$ cat config.mk
export PLATFORM = sky130hd
export DESIGN_NAME = team_06_i2s_stereo_tx
export DESIGN_NICKNAME = d
export VERILOG_FILES = /design/src/rtl/team_06_i2s_stereo_tx.sv
export SDC_FILE = /design/constraint.sdc
export NUM_CORES = 1
export LEC_CHECK = 0
export BUFFER_PORTS_ARGS = -buffer_cell sky130_fd_sc_hd__buf_2
export CELL_PAD_IN_SITES_DETAIL_PLACEMENT = 1
export CELL_PAD_IN_SITES_GLOBAL_PLACEMENT = 1
export CORE_MARGIN = 3
export CORE_UTILIZATION = 44
export DETAILED_ROUTE_END_ITERATION = 6
export GPL_TIMING_DRIVEN = 0
export PLACE_DENSITY_LB_ADDON = 0.1
export SETUP_SLACK_MARGIN = 0.5
export SKIP_LAST_GASP = 1
export SYNTH_ARGS = -nofsm -noshare
export SYNTH_HDL_FRONTEND = slang
export SYNTH_SLANG_ARGS = --single-unit
$ cat constraint.sdc
create_clock -name clk -period 2.85 [get_ports clk]
set_clock_uncertainty 0.1 [all_clocks]
set_input_delay 0.4275 -clock clk [delete_from_list [all_inputs] [get_ports clk]]
set_output_delay 0.4275 -clock clk [all_outputs]
set_load 0.05 [all_outputs]
$ cat src/rtl/team_06_i2s_stereo_tx.sv
// Stereo I2S (Philips) transmitter: sample FIFO, bclk/lrclk generation and MSB-first
// serialiser with underrun flag on frames that start while the FIFO is empty.
module team_06_i2s_stereo_tx #(
  parameter int DATA_W     = 8,
  parameter int CLK_DIV    = 2,
  parameter int FIFO_DEPTH = 4
) (
  input  logic                          clk,
  input  logic                          rst,
  input  logic                          en,
  input  logic [2*DATA_W-1:0]           s_data,
  input  logic                          s_valid,
  output logic                          s_ready,
  output logic                          bclk,
  output logic                          lrclk,
  output logic                          sdata,
  output logic                          underrun,
  output logic [$clog2(FIFO_DEPTH):0]   fifo_level
);
  localparam int FW = 2 * DATA_W;
  localparam int AW = $clog2(FIFO_DEPTH);
  localparam int DW = (CLK_DIV > 1) ? $clog2(CLK_DIV) : 1;
  localparam int BW = $clog2(FW);
  localparam logic [BW-1:0] BIT_IDLE = BW'(FW - 1);
  localparam logic [BW-1:0] LR_LO    = BW'(DATA_W - 1);
  localparam logic [BW-1:0] LR_HI    = BW'(FW - 2);
  localparam logic [DW-1:0] DIV_LAST = DW'(CLK_DIV - 1);
  localparam logic [AW:0]   LVL_FULL = (AW + 1)'(FIFO_DEPTH);

  logic [FW-1:0] mem [FIFO_DEPTH];
  logic [AW-1:0] wr_ptr;
  logic [AW-1:0] rd_ptr;
  logic [DW-1:0] div_cnt;
  logic [BW-1:0] bit_cnt;
  logic [BW-1:0] nxt_bit;
  logic [FW-1:0] shift_reg;
  logic [FW-1:0] nxt_frame;
  logic          push;
  logic          pop;
  logic          fall;
  logic          wrap;
  logic          empty;

  assign s_ready   = (fifo_level != LVL_FULL);
  assign push      = s_valid && s_ready;
  assign empty     = (fifo_level == '0);
  assign fall      = en && bclk && (div_cnt == DIV_LAST);
  assign nxt_bit   = (bit_cnt == BIT_IDLE) ? '0 : bit_cnt + 1'b1;
  assign wrap      = fall && (nxt_bit == '0);
  assign pop       = wrap && !empty;
  // An empty FIFO at frame start sends a silent frame.
  assign nxt_frame = empty ? '0 : mem[rd_ptr];

  always_ff @(posedge clk) begin
    if (push) mem[wr_ptr] <= s_data;
  end

  always_ff @(posedge clk or posedge rst) begin
    if (rst) begin
      wr_ptr     <= '0;
      rd_ptr     <= '0;
      fifo_level <= '0;
      div_cnt    <= '0;
      bit_cnt    <= BIT_IDLE;
      shift_reg  <= '0;
      bclk       <= 1'b0;
      lrclk      <= 1'b0;
      sdata      <= 1'b0;
      underrun   <= 1'b0;
    end else begin
      underrun <= 1'b0;
      if (push) wr_ptr <= wr_ptr + 1'b1;
      if (pop)  rd_ptr <= rd_ptr + 1'b1;
      if (push && !pop)      fifo_level <= fifo_level + 1'b1;
      else if (pop && !push) fifo_level <= fifo_level - 1'b1;

      if (!en) begin
        div_cnt <= '0;
        bit_cnt <= BIT_IDLE;
        bclk    <= 1'b0;
        lrclk   <= 1'b0;
        sdata   <= 1'b0;
      end else if (div_cnt == DIV_LAST) begin
        div_cnt <= '0;
        bclk    <= !bclk;
        if (fall) begin
          bit_cnt <= nxt_bit;
          // lrclk switches one bclk ahead of each channel MSB
          lrclk   <= (nxt_bit >= LR_LO) && (nxt_bit <= LR_HI);
          if (wrap) begin
            sdata     <= nxt_frame[FW-1];
            shift_reg <= nxt_frame << 1;
            underrun  <= empty;
          end else begin
            sdata     <= shift_reg[FW-1];
            shift_reg <= shift_reg << 1;
          end
        end
      end else begin
        div_cnt <= div_cnt + 1'b1;
      end
    end
  end
endmodule

==> summary.md, run 1 <==
| Metric | Value |
|---|---|
| CP top delay family | `adder cells` |
| # DRC | `0` |
| Worst-path cell chain | `ha_4 -> buf_8 -> nor4b_4 -> a41oi_4 -> nand3b_4 -> buf_12 -> ha_4 -> inv_2 -> fa_2 -> mux2_4` |
| Number of synthesized flops with an enable pin | `64` |
| First-pass GRT wire length | `12.4 mm` |
| Clk network pwr share | `0.246` |
| Mean Syn Cell Area | `15.6 um2` |
| Post-synthesis sequential area ratio | `0.661` |
| Path depth of the worst reg2reg path | `10` |
| Skew-Pair Late Insertion Delay | `360 ps` |
| Post-DR vias/cell | `5.27` |
| Post-route ant nets | `0` |
| IO Pins | `28` |
| CTS Sinks | `95` |
| Core Rows | `34` |
| Hold crit path type | `primary input to register` |
| Syn_nets | `292` |
| Met2 wire length | `3.61 mm` |
| Pin count of the biggest net entering global routing | `32` |
| Die width | `102 um` |
| GPL Wtd Cong | `0.730` |
| WL/cell | `18.1 um` |
| CP Launch Point | `bit_cnt[0]` |
| CP Data Required Time | `3000 ps` |
| Placeable Area | `0.00889 mm2` |
| Worst slew pin tran | `952 ps` |
| Yosys warns | `0` |
| Highest metal used | `met4` |
| CP bufs+invs | `3` |
| Main synth FF type | `edfxtp_1` |
| WL final | `7.72 mm` |
| Inserted Diodes | `0` |
| Root Driver | `clkbuf_8` |
| Period Utilization, post-route | `0.865` |
| Synthesis-stage register bit count | `95` |
| Reg power frac | `0.463` |
| CTS buffer count | `9` |
| Number of max-cap violations | `0` |
| Tmin final | `2470 ps` |
| Final non-filler cell total | `426` |
| DR vias | `2244` |
| Unrepaired setup endpoints after global routing | `yes` |
| Number of flip-flops under the largest register name | `64` |
| Setup TNS | `0 ps` |
| Async set-reset flop share out of synthesis | `0.326` |
| Internal power | `3.00 mW` |
| Starting DRT DRC Count | `120` |
| Hold Vio Cnt, Final | `0` |
| Overall power | `4.33 mW` |
| Vias in the first global route | `2326` |
| DP HPWL | `4.92 mm` |
| # fillers | `854` |
| Worst slack at placement | `-116 ps` |
| Switch Pwr | `1.33 mW` |
| Pwr per Cell Area | `905 mW/mm2` |
| Top-count cell post-synth | `edfxtp_1` |
| Clk slew on worst S/H paths | `100 ps` |
| Area Growth Syn to Fin | `16.9%` |
| Die Area | `0.0105 mm2` |
| First drt pass iteration count | `5` |
| Antenna violations before repair | `0` |
| Critical-path maximum fanout | `3` |
| Post-synthesis instance total | `262` |
| Critical path's slowest cell | `fa_2` |
| Most instantiated cells after synthesis | `edfxtp_1, dfrtp_1, inv_1` |
| Initial cell density of the core | `0.460` |
| CP dominant cell by count | `ha_4` |
| Total number of cells along the worst setup path | `10` |
| Peak supply drop | `0.352 mV` |
| Post-layout nets | `343` |
| Startpoint Class | `register` |
| Layout cells sized above 1 | `0.333` |
| Dpl cells | `397` |
| Largest stage delay, worst path | `420 ps` |
| Global Route Usage Sum | `0.161` |
| Worst R2R Start | `bit_cnt[0]` |
| Combinational power share | `0.291` |
| Setup violators final | `0` |
| Remaining Overflow, GRT | `0` |
| Area share of the largest cell type after synthesis | `0.470` |
| WL met1 | `3.81 mm` |
| Min Hold Slack | `178 ps` |
| Slew Viols, Final | `0` |
| Final setup margin | `385 ps` |
| Die H | `102 um` |
| Cell types occupying the most area after synthesis | `edfxtp_1, dfrtp_1, mux4_2` |
| Mapped Area | `0.00409 mm2` |
| WHS Path Cells | `1` |
| Outcome | `finished clean` |
| H-tree depth | `3` |
| CTS tree | `done` |
| Sw frac | `0.307` |
| HP Start | `s_data[12]` |
| Slew HR | `0.365` |
| Post-synthesis cell type count | `37` |
| Worst endpoint data arrival time | `2610 ps` |
| Fmax achieved | `406 MHz` |
| P_leak | `1.89 nW` |
| Bufs on Longest Clock Path | `2` |
| Post-synth top area cell | `edfxtp_1` |
| Port Buffers | `27` |
| Worst Setup End Kind | `register` |
| Crit path kind | `register to register` |
| Met3 routed wirelength | `200 um` |
## cell families after synthesis
| kind of cell | count (synthesis) | synth area share |
|---|---|---|
| compound gates | 42 | 0.0792 |
| mux | 18 | 0.0936 |
| fa+ha+maj | 10 | 0.0324 |
| xor+xnor | 8 | 0.0171 |
| flops | 95 | 0.661 |
| simple gates | 53 | 0.0743 |
| buf+inv | 36 | 0.0428 |
## repair_timing
action,in CTS,in global routing
cloned,0,0
hold buffers,0,1
pin swaps,5,1
endpoints found under the hold margin,0,9
gates resized for setup,2,2
buffers inserted,10,1
setup endpoints to repair,3,2
## stage by stage
stage          cell area [um2]   util
6_report                  4780  0.538
5_1_grt                   4780  0.538
4_1_cts                   4740  0.533
3_5_place_dp              4410  0.496
3_3_place_gp              4410  0.496
2_1_floorplan             4140      -
## layout make-up
class                           count  area (um2)  share of cell area
Clock inverter                      6         115              0.0241
Inverter                           22        82.6              0.0173
Multi-Input combinational cell    131        1260               0.263
Tap cell                          108         135              0.0283
Sequential cell                    95        2700               0.565
Timing Repair Buffer               40         255              0.0534
Buffer                             14         104              0.0217
Clock buffer                       10         128              0.0267
## per-layer routing
layer,track usage,vias up
li1,-,1068
met1,0.230,1139
met2,0.245,30
met3,0.0355,7
met4,0.0545,0
met5,0,-
## power groups by stage
stage,logic (mW),clock network (mW),registers (mW)
2_1_floorplan,0.880,0,2.08
3_3_place_gp,1.22,0,2.02
3_5_place_dp,1.25,0,2.04
4_1_cts,1.28,1.09,2.01
5_1_grt,1.41,1.14,2.05
6_report,1.26,1.06,2.00
## placed cells by master, fill, tap and decap left out, types with 6 or more instances in the layout
master    instances
nand3_1           7
clkbuf_8          9
a21oi_1          16
ha_1              6
edfxtp_1         64
buf_4            14
o22ai_2           9
buf_2            31
mux4_2           16
nand2_1           8
nor2_1           17
dfrtp_1          26
inv_1            20
## worst register-to-register path: cells and delay by family (launching register included)
family          cells  cell delay (ps)
flops               1              410
mux                 1              270
buf+inv             3              310
simple gates        2              480
fa+ha+maj           3              740
compound gates      1               60
## path summary, 6_finish.rpt
kind / slack, ps / to
min in group asynchronous: 460 / fifo_level[1]
min: 180 / mem[3][12]
max in group asynchronous: 1690 / bit_cnt[0]
max reg2reg: 380 / fifo_level[1]
max: 380 / fifo_level[1]
min reg2reg: 400 / shift_reg[1]
No activity file was read; power rests on OpenSTA's default activity.
==> run 2: changes to the inputs <==
- ABC_AREA: unset -> 1
- CORE_UTILIZATION: 44 -> 28
- CTS_CLUSTER_DIAMETER: unset -> 30
==> summary.md, run 2 <==
| Metric | Value |
|---|---|
| CP bufs+invs | `2 (-1)` |
| Crit path kind | `register to register` |
| Met2 Usage GRT | `0.216 (-0.0296)` |
| GPL Wtd Cong | `0.709 (-2.9%)` |
| IO Pins | `28 (unchanged)` |
| Critical-path maximum fanout | `5 (+2)` |
| Area share of the largest cell type after synthesis | `0.447 (-0.0228)` |
| Post-DR vias/cell | `4.38 (-17%)` |
| Worst Setup End Kind | `register` |
| Root Driver | `clkbuf_16` |
| Yosys warns | `0 (unchanged)` |
| Sw frac | `0.361 (+0.0537)` |
| Async set-reset flop share out of synthesis | `0.326 (unchanged)` |
| Period Utilization, post-route | `0.818 (-0.0466)` |
| Fmax achieved | `429 MHz (+5.7%)` |
| Post-layout nets | `514 (+50%)` |
| Worst-path cell chain | `ha_4 -> inv_1 -> nand2_2 -> nand2_2 -> nand2_4 -> nor2_4 -> nand3_4 -> ha_4 -> inv_4 -> fa_2 -> a21oi_2 -> o21ai_2 -> xor2_1` |
| Mapped Area | `0.00430 mm2 (+5.1%)` |
| WL/cell | `15.4 um (-15%)` |
| Starting DRT DRC Count | `101 (-16%)` |
| Top-count cell post-synth | `nor2_1` |
| Combinational family with the most area after synthesis | `simple AND/OR/NAND/NOR gates` |
| Syn_nets | `463 (+59%)` |
| WL final | `10.4 mm (+35%)` |
| Met3 usage | `0.0299 (-0.00561)` |
| Global Route Usage Sum | `0.132 (-0.0293)` |
| CTS buffer count | `9 (unchanged)` |
| First drt pass iteration count | `6 (+1)` |
| Number of flip-flops under the largest register name | `64 (unchanged)` |
| Synthesis-stage register bit count | `95 (unchanged)` |
| Highest-count cells in the layout ignoring fill and taps | `nor2_1, nand2_1, edfxtp_1` |
| Unrepaired setup endpoints after global routing | `yes` |
| Layout cells sized above 1 | `0.254 (-0.0798)` |
| Die width | `130 um (+27%)` |
| Worst slew pin tran | `640 ps (-312 ps)` |
| Antenna violations before repair | `0 (unchanged)` |
| Worst endpoint data arrival time | `2460 ps (-150 ps)` |
| CP Data Required Time | `2970 ps (-30 ps)` |
| P_leak | `2.27 nW (+20%)` |
| Setup violators final | `0 (unchanged)` |
| First-pass GRT wire length | `16.6 mm (+34%)` |
| Global-route met1 utilization | `0.175 (-0.0555)` |
| Post-synthesis sequential area ratio | `0.628 (-0.0321)` |
| Die Area | `0.0169 mm2 (+61%)` |
| Area after DPL | `0.00477 mm2 (+8.2%)` |
| Final setup margin | `517 ps (+133 ps)` |
| Mean Syn Cell Area | `9.93 um2 (-36%)` |
| CTS tree | `done` |
| Slew Viols, Final | `0 (unchanged)` |
| Dpl cells | `649 (+63%)` |
| Hold crit path type | `primary input to asynchronous set/reset pin` |
| Core Rows | `44 (+29%)` |
| Bufs on Longest Clock Path | `2 (unchanged)` |
| DR vias | `2947 (+31%)` |
| Setup TNS | `0 ps (unchanged)` |
| Reg power frac | `0.395 (-0.068)` |
| CTS Sinks | `95 (unchanged)` |
| Number of synthesized flops with an enable pin | `64 (unchanged)` |
| Final non-filler cell total | `673 (+58%)` |
| Inserted Diodes | `0 (unchanged)` |
| Most instantiated cells after synthesis | `nor2_1, nand2_1, edfxtp_1` |
| Pin count of the biggest net entering global routing | `20 (-38%)` |
| Skew-Pair Late Insertion Delay | `350 ps (about the same)` |
| Post-synthesis instance total | `433 (+65%)` |
| Hold Vio Cnt, Final | `0 (unchanged)` |
| Initial cell density of the core | `0.291 (-0.169)` |
| Remaining Overflow, GRT | `0 (unchanged)` |
| Switch Pwr | `1.76 mW (+32%)` |
| Largest stage delay, worst path | `610 ps (+190 ps)` |
| Post-synthesis cell type count | `29 (-22%)` |
| Placeable Area | `0.0148 mm2 (+66%)` |
| Post-synth top area cell | `edfxtp_1` |
| Post-route ant nets | `0 (unchanged)` |
| Gr busiest metal | `met2` |
| H-tree depth | `3 (unchanged)` |
| Post-synthesis mux area share | `0 (-0.0936)` |
| Xor/xnor cell area share of the yosys netlist | `0.00815 (-0.00898)` |
| DP HPWL | `7.27 mm (+48%)` |
| Port Buffers | `27 (unchanged)` |
| Clk network pwr share | `0.264 (+0.018)` |
| Synth Area in Adders | `0.0308 (-0.00158)` |
| Outcome | `finished clean` |
| Peak supply drop | `0.331 mV (-5.9%)` |
| Clk slew on worst S/H paths | `70 ps (-30 ps)` |
| Internal power | `3.11 mW (+3.6%)` |
| Finished Core Util | `0.354 (-0.184)` |
| CP top delay family | `adder cells` |
| # DRC | `0 (unchanged)` |
| Number of max-cap violations | `0 (unchanged)` |
| Pwr per Cell Area | `932 mW/mm2 (+3.0%)` |
| Combinational power share | `0.341 (+0.050)` |
| Slew HR | `0.573 (+0.207)` |
| Vias in the first global route | `3017 (+30%)` |
| CP Launch Point | `bit_cnt[0]` |
| Area Growth Syn to Fin | `21.3%` |
| Die H | `130 um (+27%)` |
| Worst R2R Start | `bit_cnt[0]` |
| Critical path's slowest cell | `dfstp_2` |
| Design area | `0.00522 mm2 (+9.1%)` |
| Worst slack at placement | `197 ps (+313 ps)` |
| Synth Area in Simple Gates | `0.218 (+0.144)` |
| Startpoint Class | `register` |
| Cell types occupying the most area after synthesis | `edfxtp_1, dfrtp_1, nor2_1` |
| Main synth FF type | `edfxtp_1` |
| Tmin final | `2330 ps (-133 ps)` |
| Compound-Gate Fraction of Synth Area | `0.0532 (-0.0260)` |
[run 2: changes by cell type in the layout (fill, tap and decap cells not counted), moves of 9 or more]
cell,change
or2_2,+13
o21ai_0,+24
mux4_2,-16
nand2_1,+76
nor2_1,+67
o22ai_2,-9
clkbuf_8,-9
inv_1,+21
nor2_2,+17
a21oi_1,-14
clkbuf_16,+9
[run 2: final timing paths]
kind	endpoint	slack [ps]	cells past startpoint
max	fifo_level[2]	520	13
min	shift_reg[7]	50	2
max reg2reg	fifo_level[2]	520	13
min reg2reg	sdata	390	2
max in group asynchronous	bit_cnt[2]	1980	3
min in group clk	mem[3][7]	200	1
[run 2: cell type report]
class	count	area (um2)
well taps	184	230
fillers	1694	9540
clock inverters	6	85.1
plain buffers	17	101
multi-input cells	278	1420
clock buffers	10	229
repair buffers	40	283
flip-flops and latches	95	2710
inverters	43	164
[run 2: power by group through the flow]
stage | Combinational [mW] | Sequential (mW) | Clock [mW]
3_5_place_dp | 1.64 | 1.95 | 0
6_report | 1.66 | 1.92 | 1.28
5_1_grt | 1.90 | 1.95 | 1.39
4_1_cts | 1.68 | 1.93 | 1.32
3_3_place_gp | 1.55 | 1.95 | 0
2_1_floorplan | 1.01 | 2.01 | 0
[run 2: stage by stage]
| step | hold slack [ps] | power, mW |
|---|---|---|
| 3_3_place_gp | 366 | 3.50 |
| 5_1_grt | 116 | 5.24 |
| 4_1_cts | 86.2 | 4.93 |
| 2_1_floorplan | 349 | 3.02 |
| 6_report | 53.9 | 4.86 |
| 3_5_place_dp | 382 | 3.59 |
[run 2: cells by family after synthesis]
group / Yosys count
compound gates: 43
xor+xnor: 4
fa+ha+maj: 10
buf+inv: 60
flops: 95
simple gates: 221
[run 2: metal layers]
layer  vias up  routed length [um]
met3         9                 245
met1      1424                4950
li1       1489                   -
met2        25                5090
met5         -                   0
met4         0                 115
[run 2: what timing repair did]
item                       CTS  global route
pin swaps                    1             6
hold buffers                 0             0
setup buffers                2             6
setup endpoints to repair    2             2
resized for setup            8             9
==> run 3: changes to the inputs <==
- clock period: 2.85 -> 1.9 ns (I/O delays scaled with it)
==> summary.md, run 3 (synthesized netlist as in run 2, its figures left out) <==
| Metric | Value |
|---|---|
| Post-DR vias/cell | `4.52 (+3.2%)` |
| CP Data Required Time | `2040 ps (-930 ps)` |
| WL final | `11.6 mm (+12%)` |
| Pwr per Cell Area | `1360 mW/mm2 (+46%)` |
| Area after DPL | `0.00481 mm2 (+0.79%)` |
| CP bufs+invs | `2 (unchanged)` |
| Critical path's slowest cell | `dfstp_2` |
| Starting DRT DRC Count | `144 (+43%)` |
| Slew Viols, Final | `0 (unchanged)` |
| Bufs on Longest Clock Path | `2 (unchanged)` |
| Placeable Area | `0.0148 mm2 (unchanged)` |
| Number of max-cap violations | `0 (unchanged)` |
| Peak supply drop | `0.874 mV (+160%)` |
| Worst endpoint data arrival time | `2420 ps (-40 ps)` |
| Final non-filler cell total | `712 (+5.8%)` |
| CTS Sinks | `95 (unchanged)` |
| Worst-path cell chain | `ha_4 -> inv_2 -> nand2_2 -> nand2_4 -> nand2_4 -> nor2_4 -> nand3_4 -> ha_4 -> inv_4 -> fa_2 -> a21oi_2 -> o21ai_2 -> xor2_1` |
| First-pass GRT wire length | `18.5 mm (+11%)` |
| Initial cell density of the core | `0.291 (unchanged)` |
| GPL Wtd Cong | `0.738 (+4.1%)` |
| CTS buffer count | `9 (unchanged)` |
| CP top delay family | `adder cells` |
| Layout cells sized above 1 | `0.405 (+0.152)` |
| Pin count of the biggest net entering global routing | `18 (-10%)` |
| Commonest non-fill, non-tap cell in the layout | `nor2_1` |
| Design area | `0.00600 mm2 (+15%)` |
| Die width | `130 um (unchanged)` |
| Unrepaired setup endpoints after global routing | `yes` |
| Dpl cells | `645 (-0.62%)` |
| Die Area | `0.0169 mm2 (unchanged)` |
| # DRC | `0 (unchanged)` |
| WL/cell | `16.3 um (+5.8%)` |
| Crit path kind | `register to register` |
| Largest stage delay, worst path | `600 ps (about the same)` |
| Startpoint Class | `register` |
| Fmax achieved | `440 MHz (+2.6%)` |
| Vias in the first global route | `3443 (+14%)` |
| Setup violators final | `18 (+18)` |
| Clk slew on worst S/H paths | `70 ps (about the same)` |
| Global Route Usage Sum | `0.147 (+0.0158)` |
| Skew-Pair Late Insertion Delay | `360 ps (about the same)` |
| Outcome | `complete, but fails checks` |
| Worst slew pin tran | `840 ps (+200 ps)` |
| Slew HR | `0.439 (-0.133)` |
| Highest-count cells in the layout ignoring fill and taps | `nor2_1, edfxtp_1, nand2_1` |
| Failing checks | `negative hold slack, negative setup slack` |
| Tmin final | `2270 ps (-58.2 ps)` |
| P_leak | `2.56 nW (+13%)` |
| Post-route ant nets | `0 (unchanged)` |
| Port Buffers | `27 (unchanged)` |
| Hold crit path type | `primary input to asynchronous set/reset pin` |
| # fillers | `1661 (-1.9%)` |
| Hold Vio Cnt, Final | `14 (+14)` |
| Area Growth Syn to Fin | `39.4%` |
| Min Hold Slack | `-11.9 ps (-65.7 ps)` |
| Die H | `130 um (unchanged)` |
| Antenna violations before repair | `0 (unchanged)` |
| Final setup margin | `-374 ps (-892 ps)` |
| First drt pass iteration count | `4 (-2)` |
| IO Pins | `28 (unchanged)` |
| Number of flip-flops under the largest register name | `64 (unchanged)` |
| Remaining Overflow, GRT | `0 (unchanged)` |
| DP HPWL | `7.02 mm (-3.4%)` |
| Critical-path maximum fanout | `5 (unchanged)` |
| Worst Setup End Kind | `register` |
| H-tree depth | `3 (unchanged)` |
| CTS tree | `done` |
| Post-layout nets | `553 (+7.6%)` |
| Root Driver | `clkbuf_16` |
| DR vias | `3218 (+9.2%)` |
| Core Rows | `44 (unchanged)` |
| Inserted Diodes | `0 (unchanged)` |
| Period Utilization, post-route | `1.20 (+0.379)` |
## run 3: area by class of cell
cell class | count | area (um2) | area share
clock inverters | 7 | 81.3 | 0.0136
clock buffers | 9 | 225 | 0.0376
multi-input cells | 278 | 1670 | 0.279
plain buffers | 17 | 119 | 0.0198
repair buffers | 79 | 793 | 0.132
flip-flops and latches | 95 | 2710 | 0.452
inverters | 43 | 169 | 0.0282
well taps | 184 | 230 | 0.0384
## run 3: metal layers
layer,routed length (um),vias up,GRT usage
li1,-,1565,-
met1,5430,1597,0.195
met2,5680,38,0.240
met3,309,18,0.0319
met4,215,0,0.0520
met5,0,-,0
## run 3: final timing paths
path / from / to / slack [ps] / cells after the start
worst max-delay path: bit_cnt[0] / fifo_level[2] / -370 / 13
worst min-delay path: rst / wr_ptr[1] / -10 / 2
worst max register to register: bit_cnt[0] / fifo_level[2] / -370 / 13
worst min register to register: sdata / sdata / 370 / 2
max in group asynchronous: rst / bit_cnt[2] / 1070 / 3
min in group clk: s_data[7] / mem[2][7] / 40 / 1
## run 3: stage by stage
stage	power [mW]	util	setup slack (ps)	setup TNS [ps]
after global routing	8.75	0.406	-472	-7980
after global placement	5.34	0.324	-477	-981
final	8.15	0.406	-374	-5940
after detailed placement	5.42	0.326	-519	-1190
after floorplan	4.64	-	-243	-463
after CTS	7.92	0.385	-403	-6170
## run 3: worst register-to-register path, delay by kind of cell, from the launching register on
family | cells | cell delay, ps
fa+ha+maj | 3 | 690
simple gates | 5 | 340
buf+inv | 2 | 70
flops | 1 | 600
xor+xnor | 1 | 140
compound gates | 2 | 230
## run 3: repair_timing
action,4_1_cts,5_1_grt
cloned,4,2
setup endpoints to repair,95,96
pin swaps,17,37
setup buffers,34,11
endpoints found under the hold margin,10,0
resized for setup,50,54
## run 3: report_power, final
part	switching (mW)	leakage (nW)	internal, mW
clock network	0.856	0.152	1.04
registers	0.203	0.948	2.71
logic	1.96	1.46	1.38
